<file path="src/rtl/lc3b_types.sv">
// Shared LC-3b types: rename register file defaults, commit lane and entry structs.
// No logic; constants and typedefs only.
// Not applicable: no handshake.
package lc3b_types;

    localparam int RRF_NUM_REGS   = 8;
    localparam int RRF_REG_W      = $clog2(RRF_NUM_REGS);
    localparam int RRF_DATA_W     = 16;
    localparam int RRF_TAG_W      = 3;
    localparam int RRF_NUM_RD     = 2;
    localparam int RRF_NUM_COMMIT = 2;

    // One ROB retire lane at default widths ("reg" is a keyword, hence areg).
    typedef struct packed {
        logic                  valid;
        logic [RRF_REG_W-1:0]  areg;
        logic [RRF_TAG_W-1:0]  tag;
        logic [RRF_DATA_W-1:0] data;
    } commit_lane_t;

    typedef struct packed {
        logic                  busy;
        logic [RRF_TAG_W-1:0]  tag;
        logic [RRF_DATA_W-1:0] data;
    } regfile_t;

endpackage

</file>
<file path="src/rtl/rrf_entry_next.sv">
// Next-state merge for one rename entry: commit lanes, then dispatch, then flush.
// Latency: combinational.
// Backpressure: none; every valid lane and dispatch is consumed in the same cycle.
module rrf_entry_next
    import lc3b_types::*;
#(
    parameter int NUM_REGS   = RRF_NUM_REGS,
    parameter int DATA_W     = RRF_DATA_W,
    parameter int TAG_W      = RRF_TAG_W,
    parameter int NUM_COMMIT = RRF_NUM_COMMIT,
    parameter int IDX        = 0
) (
    input  logic                                   cur_busy,
    input  logic [TAG_W-1:0]                       cur_tag,
    input  logic [DATA_W-1:0]                      cur_data,
    input  logic                                   flush,
    input  logic                                   disp_valid,
    input  logic [$clog2(NUM_REGS)-1:0]            disp_reg,
    input  logic [TAG_W-1:0]                       disp_tag,
    input  logic [NUM_COMMIT-1:0]                  cm_valid,
    input  logic [NUM_COMMIT*$clog2(NUM_REGS)-1:0] cm_reg,
    input  logic [NUM_COMMIT*TAG_W-1:0]            cm_tag,
    input  logic [NUM_COMMIT*DATA_W-1:0]           cm_data,
    output logic                                   nxt_busy,
    output logic [TAG_W-1:0]                       nxt_tag,
    output logic [DATA_W-1:0]                      nxt_data
);

    localparam int RW = $clog2(NUM_REGS);
    localparam logic [RW-1:0] MY_REG = RW'(IDX);

    always_comb begin
        nxt_busy = cur_busy;
        nxt_tag  = cur_tag;
        nxt_data = cur_data;
        // Later lanes overwrite data; busy clears only for the current owner's tag.
        for (int k = 0; k < NUM_COMMIT; k++) begin
            if (cm_valid[k] && cm_reg[k*RW +: RW] == MY_REG) begin
                nxt_data = cm_data[k*DATA_W +: DATA_W];
                if (cm_tag[k*TAG_W +: TAG_W] == cur_tag)
                    nxt_busy = 1'b0;
            end
        end
        if (flush) begin
            nxt_busy = 1'b0;
        end else if (disp_valid && disp_reg == MY_REG) begin
            nxt_busy = 1'b1;
            nxt_tag  = disp_tag;
        end
    end

endmodule

</file>
<file path="src/rtl/rename_regfile.sv">
// Architectural register file with per-register rename status and commit bypass on reads.
// Latency: reads combinational; commit/dispatch/flush take effect at the next clk edge.
// Backpressure: none; always accepts dispatch and all commit lanes.
module rename_regfile
    import lc3b_types::*;
#(
    parameter int NUM_REGS   = RRF_NUM_REGS,
    parameter int DATA_W     = RRF_DATA_W,
    parameter int TAG_W      = RRF_TAG_W,
    parameter int NUM_RD     = RRF_NUM_RD,
    parameter int NUM_COMMIT = RRF_NUM_COMMIT
) (
    input  logic                                   clk,
    input  logic                                   rst,
    input  logic                                   flush,
    input  logic                                   disp_valid,
    input  logic [$clog2(NUM_REGS)-1:0]            disp_reg,
    input  logic [TAG_W-1:0]                       disp_tag,
    input  logic [NUM_RD*$clog2(NUM_REGS)-1:0]     rd_reg,
    output logic [NUM_RD-1:0]                      rd_busy,
    output logic [NUM_RD*TAG_W-1:0]                rd_tag,
    output logic [NUM_RD*DATA_W-1:0]               rd_data,
    input  logic [NUM_COMMIT-1:0]                  cm_valid,
    input  logic [NUM_COMMIT*$clog2(NUM_REGS)-1:0] cm_reg,
    input  logic [NUM_COMMIT*TAG_W-1:0]            cm_tag,
    input  logic [NUM_COMMIT*DATA_W-1:0]           cm_data
);

    localparam int RW = $clog2(NUM_REGS);

    logic [NUM_REGS-1:0]              busy_q, busy_d;
    logic [NUM_REGS-1:0][TAG_W-1:0]   tag_q,  tag_d;
    logic [NUM_REGS-1:0][DATA_W-1:0]  data_q, data_d;

    for (genvar i = 0; i < NUM_REGS; i++) begin : g_entry
        rrf_entry_next #(
            .NUM_REGS   (NUM_REGS),
            .DATA_W     (DATA_W),
            .TAG_W      (TAG_W),
            .NUM_COMMIT (NUM_COMMIT),
            .IDX        (i)
        ) u_next (
            .cur_busy   (busy_q[i]),
            .cur_tag    (tag_q[i]),
            .cur_data   (data_q[i]),
            .flush      (flush),
            .disp_valid (disp_valid),
            .disp_reg   (disp_reg),
            .disp_tag   (disp_tag),
            .cm_valid   (cm_valid),
            .cm_reg     (cm_reg),
            .cm_tag     (cm_tag),
            .cm_data    (cm_data),
            .nxt_busy   (busy_d[i]),
            .nxt_tag    (tag_d[i]),
            .nxt_data   (data_d[i])
        );
    end

    always_ff @(posedge clk or posedge rst) begin
        if (rst) begin
            busy_q <= '0;
            tag_q  <= '0;
            data_q <= '0;
        end else begin
            busy_q <= busy_d;
            tag_q  <= tag_d;
            data_q <= data_d;
        end
    end

    // Commit bypass: youngest matching lane wins; dispatch is deliberately not bypassed.
    always_comb begin
        logic [RW-1:0]     sel;
        logic              b;
        logic [TAG_W-1:0]  t;
        logic [DATA_W-1:0] d;
        rd_busy = '0;
        rd_tag  = '0;
        rd_data = '0;
        for (int p = 0; p < NUM_RD; p++) begin
            sel = rd_reg[p*RW +: RW];
            b   = busy_q[sel];
            t   = tag_q[sel];
            d   = data_q[sel];
            for (int k = 0; k < NUM_COMMIT; k++) begin
                if (!rst && cm_valid[k] && cm_reg[k*RW +: RW] == sel &&
                    cm_tag[k*TAG_W +: TAG_W] == t) begin
                    b = 1'b0;
                    d = cm_data[k*DATA_W +: DATA_W];
                end
            end
            rd_busy[p]                 = b;
            rd_tag[p*TAG_W +: TAG_W]   = t;
            rd_data[p*DATA_W +: DATA_W] = d;
        end
    end

endmodule

</file>
<file path="config.mk">
export PLATFORM = sky130hd
export DESIGN_NAME = rename_regfile
export DESIGN_NICKNAME = d
export VERILOG_FILES = /design/src/rtl/lc3b_types.sv /design/src/rtl/rrf_entry_next.sv /design/src/rtl/rename_regfile.sv
export SDC_FILE = /design/constraint.sdc
export NUM_CORES = 1
export LEC_CHECK = 0
export ABC_AREA = 0
export BUFFER_PORTS_ARGS = -buffer_cell sky130_fd_sc_hd__buf_2
export CORE_UTILIZATION = 54
export CTS_BUF_LIST = sky130_fd_sc_hd__clkbuf_4 sky130_fd_sc_hd__clkbuf_8
export DETAILED_ROUTE_END_ITERATION = 12
export PLACE_DENSITY = 0.73
export RECOVER_POWER = 25
export SLEW_MARGIN = 5
export SYNTH_ARGS = -nofsm -noshare
export SYNTH_HDL_FRONTEND = slang
export SYNTH_HIERARCHICAL = 1
export SYNTH_SLANG_ARGS = --single-unit
</file>
<file path="constraint.sdc">
create_clock -name clk -period 8.7 [get_ports clk]
set_clock_uncertainty 0.05 [all_clocks]
set_input_delay 1.74 -clock clk [delete_from_list [all_inputs] [get_ports clk]]
set_output_delay 1.74 -clock clk [all_outputs]
set_load 0.01 [all_outputs]
</file>
==> flow_summary.html <==
<table>
<tr><th>Metric</th><th>Value</th></tr>
<tr><th colspan="2">Status</th></tr>
<tr><td>Violations in the final reports</td><td>DRC</td></tr>
<tr><td>Status</td><td>finished, violations left</td></tr>
<tr><th colspan="2">GRT</th></tr>
<tr><td>Number of global-route vias before repair</td><td>9174</td></tr>
<tr><td>First-pass GRT wire length</td><td>52700 um</td></tr>
<tr><td>Initial antenna violation count</td><td>0</td></tr>
<tr><td>Overall overflow remaining after global route</td><td>0</td></tr>
<tr><td>Largest net degree at the start of global routing</td><td>92</td></tr>
<tr><td>Overall routing resource usage</td><td>32.1%</td></tr>
<tr><th colspan="2">Placed design</th></tr>
<tr><td>Quantity of I/O buffers inserted on ports</td><td>101</td></tr>
<tr><td>Detailed Place HPWL</td><td>20800 um</td></tr>
<tr><td>Final estimated routing congestion in global placement</td><td>0.819</td></tr>
<tr><th colspan="2">Timing</th></tr>
<tr><td>Total negative slack</td><td>0 ns</td></tr>
<tr><td>Transition at the pin with the smallest max-transition slack</td><td>1.25 ns</td></tr>
<tr><td>Pins over their slew limit</td><td>0</td></tr>
<tr><td>Endpoints failing hold</td><td>0</td></tr>
<tr><td>Maximum achievable frequency</td><td>143 MHz</td></tr>
<tr><td>Setup-violating endpoint count in the final report</td><td>0</td></tr>
<tr><td>Setup repair after global routing missed its margin</td><td>false</td></tr>
<tr><td>Relative slew slack</td><td>16.8%</td></tr>
<tr><td>Final worst-path cycle share</td><td>80.5%</td></tr>
<tr><td>Min cycle time layout</td><td>7.00 ns</td></tr>
<tr><th colspan="2">Detailed routing</th></tr>
<tr><td>Initial DRC count</td><td>815</td></tr>
<tr><td>Drt wl/cell</td><td>24.1 um</td></tr>
<tr><td>Remaining antenna violation count after routing</td><td>0</td></tr>
<tr><td>Detailed Routing Iterations Pass 1</td><td>10</td></tr>
<tr><td>Residual DRC count</td><td>1</td></tr>
<tr><td>Vias per cell</td><td>6.55</td></tr>
<tr><td>Total Routed Length</td><td>34000 um</td></tr>
<tr><td>Via count</td><td>9214</td></tr>
<tr><th colspan="2">Worst setup path</th></tr>
<tr><td>Startpoint kind of the worst setup timing path</td><td>input port</td></tr>
<tr><td>Critical path fanouts, max</td><td>26</td></tr>
<tr><td>Start of the worst register-to-register path</td><td>tag_q[16]$_DFF_PP0_</td></tr>
<tr><td>Register-to-Register Path Depth</td><td>3</td></tr>
<tr><td>Critical path data arrival time</td><td>5.21 ns</td></tr>
<tr><td>Cell-by-cell listing of the critical path</td><td>buf_2, mux4_1, mux2i_4, xnor2_1, or4_1, mux2i_1, mux2i_1, buf_2</td></tr>
<tr><td>Setup CP Type</td><td>in2out</td></tr>
<tr><td>Destination of the worst register-to-register timing path</td><td>busy_q[5]$_DFF_PP0_</td></tr>
<tr><td>Critical path endpoint category</td><td>output port</td></tr>
<tr><td>Register-to-register setup slack</td><td>7.40 ns</td></tr>
<tr><td>Data required time at the worst endpoint</td><td>6.91 ns</td></tr>
<tr><td>Cell with the largest stage delay on the worst path</td><td>sky130_fd_sc_hd__or4_1</td></tr>
<tr><td>Delay contributed by the slowest stage of the critical path</td><td>1.02 ns</td></tr>
<tr><th colspan="2">Worst hold path</th></tr>
<tr><td>Hold path startpoint</td><td>busy_q[0]$_DFF_PP0_</td></tr>
<tr><td>Worst Hold Path Cells</td><td>1</td></tr>
<tr><td>End point of the worst hold path</td><td>busy_q[0]$_DFF_PP0_</td></tr>
<tr><td>Worst min-delay path class</td><td>reg2reg</td></tr>
<tr><th colspan="2">Yosys</th></tr>
<tr><td>Post-synth design cell area</td><td>11500 um2</td></tr>
<tr><td>Post-synth EDFFs</td><td>0</td></tr>
<tr><td>Number of warnings issued by yosys</td><td>6</td></tr>
<tr><td>Post-Synthesis Cells</td><td>1059</td></tr>
<tr><td>Synthesized net count</td><td>1121</td></tr>
<tr><td>Unique cell type count in the Yosys netlist</td><td>53</td></tr>
<tr><td>Leading cell type by number of instances after synthesis</td><td>sky130_fd_sc_hd__dfrtp_1</td></tr>
<tr><td>Leading register cell type out of synthesis</td><td>sky130_fd_sc_hd__dfrtp_1</td></tr>
<tr><td>Synth top area cells</td><td>sky130_fd_sc_hd__dfrtp_1, sky130_fd_sc_hd__mux4_2, sky130_fd_sc_hd__mux2i_1</td></tr>
<tr><td>Post-Synthesis Mean Instance Area</td><td>10.9 um2</td></tr>
<tr><td>Most common library cells after synthesis</td><td>sky130_fd_sc_hd__dfrtp_1, sky130_fd_sc_hd__mux2i_1, sky130_fd_sc_hd__nand2_1</td></tr>
<tr><td>Proportion of synthesized flip-flops having asynchronous set or reset</td><td>100%</td></tr>
<tr><td>Sequential share of the synthesized area</td><td>34.7%</td></tr>
<tr><td>Area share of the largest cell type after synthesis</td><td>34.7%</td></tr>
<tr><td>Leading area contributor after synthesis</td><td>sky130_fd_sc_hd__dfrtp_1</td></tr>
<tr><td>Count of state elements after synthesis</td><td>160</td></tr>
<tr><th colspan="2">Clock tree</th></tr>
<tr><td>CTS sink cnt</td><td>160</td></tr>
<tr><td>Skew-Pair Late Insertion Delay</td><td>0.48 ns</td></tr>
<tr><td>CTS Hold Buffers Added</td><td>0</td></tr>
<tr><td>Number of buffers created by CTS</td><td>17</td></tr>
<tr><td>Master cell of the clock root buffer</td><td>sky130_fd_sc_hd__clkbuf_8</td></tr>
<tr><td>CTS tree</td><td>done</td></tr>
<tr><td>Max clock buf depth</td><td>2</td></tr>
<tr><td>Count of buffers added by post-CTS timing repair for setup</td><td>0</td></tr>
<tr><td>Clk slew on worst S/H paths</td><td>0.07 ns</td></tr>
<tr><td>Maximum level of the CTS H-tree</td><td>4</td></tr>
<tr><td>Quantity of gates resized following cts</td><td>0</td></tr>
<tr><th colspan="2">Finish</th></tr>
<tr><td>Ratio of cells with drive above 1 in the final layout</td><td>26.5%</td></tr>
<tr><td>Area added between synthesis and finish</td><td>8.04%</td></tr>
<tr><td>Layout Nets</td><td>1181</td></tr>
<tr><td>N_diodes</td><td>0</td></tr>
<tr><th colspan="2">Floorplanning</th></tr>
<tr><td>Area of the core region</td><td>21000 um2</td></tr>
<tr><td>Die width</td><td>148 um</td></tr>
<tr><td>Cell Rows</td><td>53</td></tr>
<tr><td>Count of pins on the block boundary</td><td>102</td></tr>
<tr><td>Height of the chip</td><td>148 um</td></tr>
<tr><td>Total Die Area</td><td>21900 um2</td></tr>
<tr><td>Starting density of the core</td><td>55.0%</td></tr>
<tr><th colspan="2">Power</th></tr>
<tr><td>Cell leakage power</td><td>5.36 nW</td></tr>
<tr><td>Power density over the cells</td><td>199 nW/um2</td></tr>
<tr><td>Peak VDD IR</td><td>0.000101 V</td></tr>
<tr><td>Final Total Pwr</td><td>2.48 mW</td></tr>
<tr><th colspan="2">Job</th></tr>
<tr><td>Max Cap Viol</td><td>0</td></tr>
</table>
==> per-stage QoR <==
stage,utilization [%],hold slack [ns],cell area (um2),setup slack (ns),cells
6_report,59.4,0.520,12500,1.70,1407
5_1_grt,59.4,0.541,12500,1.45,1407
4_1_cts,59.5,0.518,12500,1.72,1407
3_5_place_dp,57.4,0.500,12000,1.73,1375
3_3_place_gp,57.4,0.485,12000,1.72,1375
2_1_floorplan,-,0.461,11500,0.351,1059
==> final cells by class <==
cell class / count / area, um2
clock buffers: 19 / 255
multi-input cells: 799 / 6930
inverters: 19 / 76.3
well taps: 275 / 344
flip-flops and latches: 160 / 4000
fillers: 1814 / 8500
repair buffers: 122 / 661
clock inverters: 13 / 186
==> metal layers <==
metal,GRT usage [%],vias to the layer above,wire [um]
li1,-,4080,-
met1,40.9,4582,13600
met2,53.3,458,16500
met3,6.60,94,2750
met4,13.9,0,1190
met5,0,-,0
==> sequential cells by signal, summed over array words and instances (netlist names) <==
register  cells
tag_q        24
data_q      128
busy_q        8
==> worst max-delay path by stage <==
| stage | startpoint | to | slack [ns] | cells past startpoint |
|---|---|---|---|---|
| final | rd_reg[3] | rd_data[20] | 1.70 | 8 |
| after global routing | rd_reg[0] | rd_data[4] | 1.45 | 9 |
| after CTS | rd_reg[3] | rd_data[20] | 1.72 | 8 |
| after detailed placement | rd_reg[3] | rd_data[20] | 1.73 | 8 |
| after global placement | rd_reg[3] | rd_data[20] | 1.72 | 8 |
| after floorplan | rst | rd_data[17] | 0.35 | 8 |
==> cells in the final DEF, fill, tap and decap left out, drive strengths merged, types with 21 or more instances in the layout <==
cell type / netlist / routed
o21ai: 75 / 75
xnor2: 33 / 33
buf: 47 / 120
mux2i: 151 / 151
mux4: 77 / 77
clkbuf: 34 / 21
nor2: 76 / 76
xor2: 37 / 37
mux2: 46 / 46
a21oi: 81 / 81
nand2: 93 / 93
dfrtp: 160 / 160
==> report_power, final <==
part | total [mW] | internal, mW | switching (mW)
logic | 0.801 | 0.413 | 0.389
clock network | 0.624 | 0.324 | 0.299
registers | 1.05 | 0.902 | 0.152
==> worst max-delay path: cells and delay by family <==
family        cells  cell delay, ns
xor+xnor          1            0.12
buf+inv           2            0.90
mux               4            1.43
simple gates      1            1.02
==> logic make-up (layout without fill, tap and decap cells) <==
kind of cell	after synthesis	in the layout	synth area share, %
compound gates	213	213	11.1
buf+inv	100	173	5.26
simple gates	242	242	10.8
xor+xnor	70	70	5.32
flops	160	160	34.7
mux	274	274	32.8
Power figures use the tool's default switching activity.
